[config.mk]
export PLATFORM = sky130hd
export DESIGN_NAME = cr_huf_comp_sc_rd_sched
export DESIGN_NICKNAME = d
export VERILOG_FILES = /design/src/rtl/cr_huf_comp_sc_rd_sched.sv
export SDC_FILE = /design/constraint.sdc
export NUM_CORES = 1
export LEC_CHECK = 0
export CAP_MARGIN = 20
export CORE_UTILIZATION = 42
export DETAILED_ROUTE_END_ITERATION = 8
export PLACE_DENSITY = 0.79
export SLEW_MARGIN = 30
export SYNTH_ARGS = -nofsm -noshare
export SYNTH_HDL_FRONTEND = slang
export SYNTH_SLANG_ARGS = --single-unit
[constraint.sdc]
create_clock -name clk -period 2 [get_ports clk]
set_clock_uncertainty 0.15 [all_clocks]
set_input_delay 0.2 -clock clk [delete_from_list [all_inputs] [get_ports clk]]
set_output_delay 0.2 -clock clk [all_outputs]
set_load 0.03 [all_outputs]
[src/rtl/cr_huf_comp_sc_rd_sched.sv]
// ---------------------------------------------------------------------------
// cr_huf_comp_sc_rd_sched
//
// Read scheduler for the short and long symbol-count FIFOs that sit between
// the symbol-map and input-sequencer stages. For each frame it pops every
// short entry up to and including the one carrying a nonzero eob. It then
// pops every long entry up to its eob, unless the frame was flagged as having
// no long stream. All popped entries go out on one registered valid/ready
// stream. Every long entry's seq_id is compared against the seq_id of the
// frame's first short entry, and any mismatch sets a sticky error flag.
//
// Optional feature macro: CR_HUF_COMP_SC_RD_SCHED_STATS_EN
//   When defined, the block adds free-running 16-bit statistics counters
//   (completed frames, short pops, long pops).
//
// Ports
//   clk, rst_n                 clock, asynchronous active-low reset
//   short_vld/data/seq_id/eob  show-ahead head of the short FIFO
//   short_rd                   pop strobe for the short FIFO (combinational)
//   long_vld/data/seq_id/eob   show-ahead head of the long FIFO
//   long_rd                    pop strobe for the long FIFO (combinational)
//   skip_long                  frame has no long stream; sampled on IDLE->SHORT
//   out_vld/out_rdy            output handshake
//   out_src                    0 = entry came from short, 1 = from long
//   out_data/seq_id/eob        registered output entry
//   seq_err                    sticky long/short seq_id mismatch
//   stat_frames/short/long     (STATS_EN only) statistics counters
// ---------------------------------------------------------------------------
module cr_huf_comp_sc_rd_sched #(
  parameter int DATA_W = 9,
  parameter int SEQ_W  = 4,
  parameter int EOB_W  = 2
) (
  input  logic              clk,
  input  logic              rst_n,
  input  logic              short_vld,
  input  logic [DATA_W-1:0] short_data,
  input  logic [SEQ_W-1:0]  short_seq_id,
  input  logic [EOB_W-1:0]  short_eob,
  output logic              short_rd,
  input  logic              long_vld,
  input  logic [DATA_W-1:0] long_data,
  input  logic [SEQ_W-1:0]  long_seq_id,
  input  logic [EOB_W-1:0]  long_eob,
  output logic              long_rd,
  input  logic              skip_long,
  output logic              out_vld,
  input  logic              out_rdy,
  output logic              out_src,
  output logic [DATA_W-1:0] out_data,
  output logic [SEQ_W-1:0]  out_seq_id,
  output logic [EOB_W-1:0]  out_eob,
  output logic              seq_err
`ifdef CR_HUF_COMP_SC_RD_SCHED_STATS_EN
  ,
  output logic [15:0]       stat_frames,
  output logic [15:0]       stat_short,
  output logic [15:0]       stat_long
`endif
);

  typedef enum logic [1:0] {
    ST_IDLE  = 2'd0,
    ST_SHORT = 2'd1,
    ST_LONG  = 2'd2
  } state_t;

  state_t              state_q, state_d;
  logic                skip_q, skip_d;
  logic                first_q, first_d;
  logic [SEQ_W-1:0]    frame_seq_q, frame_seq_d;
  logic                seq_err_q, seq_err_d;

  logic                out_vld_q, out_vld_d;
  logic                out_src_q, out_src_d;
  logic [DATA_W-1:0]   out_data_q, out_data_d;
  logic [SEQ_W-1:0]    out_seq_q, out_seq_d;
  logic [EOB_W-1:0]    out_eob_q, out_eob_d;

  logic                load_ok_s;
  logic                short_eob_s;
  logic                long_eob_s;

  // The output register can take a new entry when empty or being drained.
  assign load_ok_s   = !out_vld_q || out_rdy;
  assign short_eob_s = (short_eob != {EOB_W{1'b0}});
  assign long_eob_s  = (long_eob != {EOB_W{1'b0}});

  // Next-state, pop strobes and frame bookkeeping.
  always_comb begin
    state_d     = state_q;
    skip_d      = skip_q;
    first_d     = first_q;
    frame_seq_d = frame_seq_q;
    short_rd    = 1'b0;
    long_rd     = 1'b0;
    case (state_q)
      ST_IDLE: begin
        // There is no pop in IDLE, so each frame starts with one bubble cycle.
        if (short_vld) begin
          state_d = ST_SHORT;
          skip_d  = skip_long;
          first_d = 1'b1;
        end else begin
          state_d = ST_IDLE;
        end
      end
      ST_SHORT: begin
        if (short_vld && load_ok_s) begin
          short_rd = 1'b1;
          first_d  = 1'b0;
          if (first_q) begin
            frame_seq_d = short_seq_id;
          end else begin
            frame_seq_d = frame_seq_q;
          end
          if (short_eob_s) begin
            state_d = skip_q ? ST_IDLE : ST_LONG;
          end else begin
            state_d = ST_SHORT;
          end
        end else begin
          state_d = ST_SHORT;
        end
      end
      ST_LONG: begin
        if (long_vld && load_ok_s) begin
          long_rd = 1'b1;
          if (long_eob_s) begin
            state_d = ST_IDLE;
          end else begin
            state_d = ST_LONG;
          end
        end else begin
          state_d = ST_LONG;
        end
      end
      default: begin
        state_d = ST_IDLE;
      end
    endcase
  end

  // Output register load/hold/drain and sticky seq_id mismatch.
  always_comb begin
    out_vld_d  = out_vld_q;
    out_src_d  = out_src_q;
    out_data_d = out_data_q;
    out_seq_d  = out_seq_q;
    out_eob_d  = out_eob_q;
    seq_err_d  = seq_err_q;
    if (short_rd) begin
      out_vld_d  = 1'b1;
      out_src_d  = 1'b0;
      out_data_d = short_data;
      out_seq_d  = short_seq_id;
      out_eob_d  = short_eob;
    end else if (long_rd) begin
      out_vld_d  = 1'b1;
      out_src_d  = 1'b1;
      out_data_d = long_data;
      out_seq_d  = long_seq_id;
      out_eob_d  = long_eob;
      // The entry is still forwarded when its seq_id mismatches.
      if (long_seq_id != frame_seq_q) begin
        seq_err_d = 1'b1;
      end else begin
        seq_err_d = seq_err_q;
      end
    end else if (out_vld_q && out_rdy) begin
      out_vld_d = 1'b0;
    end else begin
      out_vld_d = out_vld_q;
    end
  end

  // State and datapath registers.
  always_ff @(posedge clk or negedge rst_n) begin
    if (!rst_n) begin
      state_q     <= ST_IDLE;
      skip_q      <= 1'b0;
      first_q     <= 1'b0;
      frame_seq_q <= {SEQ_W{1'b0}};
      seq_err_q   <= 1'b0;
      out_vld_q   <= 1'b0;
      out_src_q   <= 1'b0;
      out_data_q  <= {DATA_W{1'b0}};
      out_seq_q   <= {SEQ_W{1'b0}};
      out_eob_q   <= {EOB_W{1'b0}};
    end else begin
      state_q     <= state_d;
      skip_q      <= skip_d;
      first_q     <= first_d;
      frame_seq_q <= frame_seq_d;
      seq_err_q   <= seq_err_d;
      out_vld_q   <= out_vld_d;
      out_src_q   <= out_src_d;
      out_data_q  <= out_data_d;
      out_seq_q   <= out_seq_d;
      out_eob_q   <= out_eob_d;
    end
  end

  assign out_vld    = out_vld_q;
  assign out_src    = out_src_q;
  assign out_data   = out_data_q;
  assign out_seq_id = out_seq_q;
  assign out_eob    = out_eob_q;
  assign seq_err    = seq_err_q;

`ifdef CR_HUF_COMP_SC_RD_SCHED_STATS_EN
  logic [15:0] stat_frames_q;
  logic [15:0] stat_short_q;
  logic [15:0] stat_long_q;
  logic        frame_done_s;

  // A frame completes when the FSM returns to IDLE from an active state.
  assign frame_done_s = (state_q != ST_IDLE) && (state_d == ST_IDLE);

  // Statistics counters; they wrap naturally at 16 bits.
  always_ff @(posedge clk or negedge rst_n) begin
    if (!rst_n) begin
      stat_frames_q <= 16'd0;
      stat_short_q  <= 16'd0;
      stat_long_q   <= 16'd0;
    end else begin
      if (frame_done_s) begin
        stat_frames_q <= stat_frames_q + 16'd1;
      end
      if (short_rd) begin
        stat_short_q <= stat_short_q + 16'd1;
      end
      if (long_rd) begin
        stat_long_q <= stat_long_q + 16'd1;
      end
    end
  end

  assign stat_frames = stat_frames_q;
  assign stat_short  = stat_short_q;
  assign stat_long   = stat_long_q;
`endif

endmodule
Yosys cells after proc, flatten, opt, wreduce, memory -nomap -nowiden:

Cells that the tools add are included.

* flip-flop bits (word level): 26
* input bits: 36
* output and inout bits: 20
* word-level logic and storage cells: 56

* equality and inequality tests: 5
* muxes and demuxes: 25
* bitwise logic cells: 1
* reduce and logical (&&, ||, !) cells: 15

Operators by type and width (number)
* two-way mux 9 bit: 2
* two-way mux 2 bit: 7
* two-way mux 1 bit: 12
* AND reduction 3 bit: 3
* two-way mux 4 bit: 2
* nonzero test 2 bit: 4
* one-hot mux 2 bit (3 select lines): 1
* != test 2 bit (second input constant): 2
* != test 4 bit: 1
* logical AND 1 bit: 3
* nonzero test 3 bit: 1
* == test 2 x 1 -> 1 bit (second input constant): 1
* == test 2 bit (second input constant): 1
* zero test 2 bit: 1
* one-hot mux 1 bit (2 select lines): 1
* AND reduction 2 bit: 1
* zero test 1 bit: 1
* logical OR 1 bit: 1
* NOT 1 bit: 1

Logic depth before layout (Yosys ltp):

* depth after elaboration: 7
* gate-level depth with buffers: 5
* depth with buffers taken out: 4

Worst setup path before layout:

No wires, ideal clock.

* path kind: register -> register
* start point: reg out_vld_q (netlist: out_vld)
* end point: reg out_eob_q[0] (netlist: out_eob[0])
* library setup time: 0.152 ns
* arrival: 1.314 ns
* required time: 1.698 ns
* slack: 0.384 ns
* cell stages (with the launch flop): 4
* buffers on the path: 0
* period minus slack after synthesis: 1.616 ns
* cells stage by stage: dfrtp_1 > and2b_1 > nor3_4 > o311ai_0

* longest elaborated chain between the ends: 6
* elaborated cells on any way between the ends: 10
* those cells by class: 5 x mux; 5 x reduce/logical

Ends and longest elaborated chain
* start, declared: RTL line 74 `logic out_vld_q, out_vld_d;`
* start signal, assigned: RTL line 196 `out_vld_q <= out_vld_d;`
* zero test 1 bit: RTL line 85 `assign load_ok_s = !out_vld_q || out_rdy;`
* logical OR 1 bit: RTL line 85
* logical AND 1 bit: RTL line 127 `if (long_vld && load_ok_s) begin`
* two-way mux 1 bit: RTL line 127
* two-way mux 1 bit: RTL line 97 `case (state_q)`
* named net long_rd: RTL line 45 `output logic long_rd,`
* nonzero test 2 bit (no line)
* end signal, assigned: RTL line 189 `out_eob_q <= {EOB_W{1'b0}};`
* end signal, assigned: RTL line 200 `out_eob_q <= out_eob_d;`
* end, declared: RTL line 78 `logic [EOB_W-1:0] out_eob_q, out_eob_d;`

The timed path passes the listed nets, and every way through them passes these cells.
A chain may end at the register's enable or synchronous reset.

Worst setup path in the final report:

* start point: reg state_q[0]
* end point: out long_rd

* longest elaborated chain between the ends: 2

Ends and longest elaborated chain
* start, declared: RTL line 68 `state_t state_q, state_d;`
* start signal, assigned: RTL line 191 `state_q <= state_d;`
* == test 2 bit: RTL line 97
* two-way mux 1 bit: RTL line 97
* end, declared: RTL line 45

Every way passes these cells.

==> results.md <==
- Root Buffer: clkbuf_4
- Max stage delay on crit path: 0.47 ns
- Sink Count: 26
- Setup ws final: 0.2059 ns
- # rows: 20
- Run status: finished clean
- IO Pins: 56
- Nets: 232
- GR met1 Demand/Resource: 31.95%
- Final hold viol count: 0
- Max IR drop VDD: 776.3 uV
- Seq cells post-synth: 26
- Vias in the first global route: 1375
- Hold_ws: 0.08265 ns
- Reg-to-reg slack, setup: 0.29 ns
- Area leader, netlist: dfrtp_1
- Routed via count: 1394
- Xor/xnor cell area share of the yosys netlist: 2.571%
- Hold WC Path Type: input pin to asynchronous set/reset pin
- Top cells by area, synth: dfrtp_1 48%, nand4_1 11%, o31ai_1 5.0%
- Final ANT Viol Nets: 0
- Post-Syn Area: 0.001363 mm2
- Detailed Route WL: 3992 um
- Crit path to: long_rd
- CTS tree: done
- Place WS: 0.1910 ns
- Slew Limit Fails: 0
- GR Util met3: 4.835%
- Sequential-to-total area share from yosys stat: 47.75%
- Post-Route Utilization: 66.31%
- Drc violations: 0
- M2 GR Usage: 40.58%
- Layout cells sized above 1: 14.43%
- Die area: 0.003476 mm2
- Complex-gate fraction of the synthesized area: 15.43%
- Ant diodes: 0
- Critical Path End Type: output pin
- Slowest library cell on the worst path: dfrtp_1
- RR Startpoint: state_q[0]
- WP depth: 3
- # resized after CTS: 0
- Setup CP Type: flop to output pin
- Core area: 0.003053 mm2
- Mux contribution to synthesized area: 4.132%
- GRT busiest layer: met2
- Final period util: 89.70%
- Clock period minus final worst setup slack: 1.794 ns
- Starting Density: 44.63%
- Max Cap Violations: 0
- Cells after Synth: 135
- Crit start category: flop
- Post-Synth Adder-Cell Area: 0%
- Die Y: 58.96 um
- Count of final setup violators: 0
- Gpl congestion: 0.7815
- Synth unique cells: 30
- RSZ-0062 raised after global routing: no
- Static leakage: 0.7856 nW
- Post-Synth Simple-Gate Area: 22.77%
- Crit. Startpoint: state_q[0]
- Die span in x: 58.96 um
- R2R depth: 3
- Port bufs: 55
- CP top delay family: flip-flops
- Critical Path RT: 1.65 ns
- Slew margin rel.: 62.31%
- Largest net degree at the start of global routing: 27
- Critical path data arrival time: 1.44 ns
- Fmax: 557.4 MHz
- Clk slew on worst S/H paths: 0.14 ns
- DR WL/cell: 16.77 um
- DRT Pass-1 Iters: 4
- Synth Net Count: 171
- Buf/Inv on CP: 1
- Setup TNS: 0 ns
- Syn_area_per_cell: 10.09 um2
- Clock Tree Buf Depth: 2
- Area growth from synthesis to layout: 48.58%
- Synth warnings: 0
- 1st-iter DRT viols: 34
- Combinational family with the most area after synthesis: simple AND/OR/NAND/NOR gates
- Worst-path cell chain: nand2b_1 > nor3_4 > buf_4
- First-pass GRT wire length: 6327 um
- Worst skew pair latency: 0.32 ns
- Total GRT Usage: 24.80%
- Gr ovfl total: 0
- Max H-tree Level: 1
- Total CTS buffers: 3
- Final instance area: 0.002024 mm2
- Pwr/cell area: 1379 mW/mm2
- FF-to-FF End: out_data[4]
- Hpwl dp: 2792 um
- Initial antenna violation count: 0
- Via-to-Cell Ratio: 5.857
- Synth top area share: 47.75%
- Worst-path fanout max: 7
- Worst-Margin Slew: 0.5654 ns
- DP Area: 0.001979 mm2
==> power by group <==
| part | total [W] | internal [W] | switching (W) |
|---|---|---|---|
| Sequential | 0.000953 | 0.000783 | 0.000170 |
| Combinational | 0.00161 | 0.000712 | 0.000901 |
| Clock | 0.000225 | 0.0000706 | 0.000154 |
==> flip-flops by register name (all words and copies together), names as in the netlist <==
register / flops
state_q: 2
frame_seq_q: 4
out_src: 1
first_q: 1
out_eob: 2
seq_err: 1
skip_q: 1
out_vld: 1
out_seq_id: 4
out_data: 9
==> repair_timing <==
item,CTS,global route
hold buffers,0,0
endpoints found under the setup margin,0,1
buffers inserted,0,3
==> synth_stat cells, drive strengths merged <==
master	number
a21o	1
a31oi	9
and2b	2
buf	8
clkbuf	5
clkinv	1
dfrtp	26
inv	8
mux2	5
nand2	1
nand2b	2
nand3	1
nand4	23
nor2	4
nor2b	1
nor3	4
nor4	9
o21a	1
o21ai	2
o311ai	6
o31ai	9
o32ai	1
or2b	1
or3	1
xnor2	4
==> area by class of cell <==
class / instances / area [um2]
clock buffer: 3 / 22.52
timing repair buffer: 69 / 650.6
sequential: 26 / 650.6
tap: 44 / 55.05
fill: 255 / 1028
multi-input combinational: 87 / 611.8
inverter: 9 / 33.78
==> layer usage <==
metal	up-vias	part of all wire [%]	wire (um)
met4	0	1.5	61
met3	6	8.3	333
met2	87	47	1864
li1	642	-	-
met1	659	43	1732
met5	-	0	0
==> cells in the final DEF (no fill, tap or decap), types with 2 or more instances in the layout <==
master | netlist | routed
a31oi_1 | 9 | 9
and2b_1 | 2 | 2
buf_4 | 0 | 16
clkbuf_4 | 0 | 3
clkdlybuf4s50_1 | 0 | 53
dfrtp_1 | 26 | 26
inv_1 | 7 | 7
mux2_2 | 5 | 5
nand2b_1 | 2 | 2
nand4_1 | 23 | 23
nor2_1 | 4 | 4
nor3_1 | 3 | 3
nor4_1 | 9 | 9
o21ai_0 | 2 | 2
o311ai_0 | 4 | 4
o311ai_1 | 2 | 2
o31ai_1 | 9 | 9
xnor2_1 | 4 | 4
==> per-stage QoR <==
stage,instances,power [W]
3_5_place_dp,232,0.002561
6_report,238,0.002791
5_1_grt,238,0.002964
2_1_floorplan,135,0.001912
4_1_cts,235,0.002785
3_3_place_gp,232,0.002529
==> worst min path at each step <==
stage | cells past startpoint | slack [ns] | from | to
after floorplan | 0 | -0.25 | rst_n | first_q
after global placement | 1 | 0.30 | seq_err | seq_err
after detailed placement | 1 | 0.31 | seq_err | seq_err
after CTS | 2 | 0.09 | rst_n | out_data[3]
after global routing | 2 | 0.08 | rst_n | out_data[0]
final | 2 | 0.08 | rst_n | out_data[0]
==> cell families after synthesis <==
logic type,Yosys count
compound gates,29
mux,5
xor+xnor,4
simple gates,49
buf+inv,22
flops,26
(Power assumes the default switching activity.)
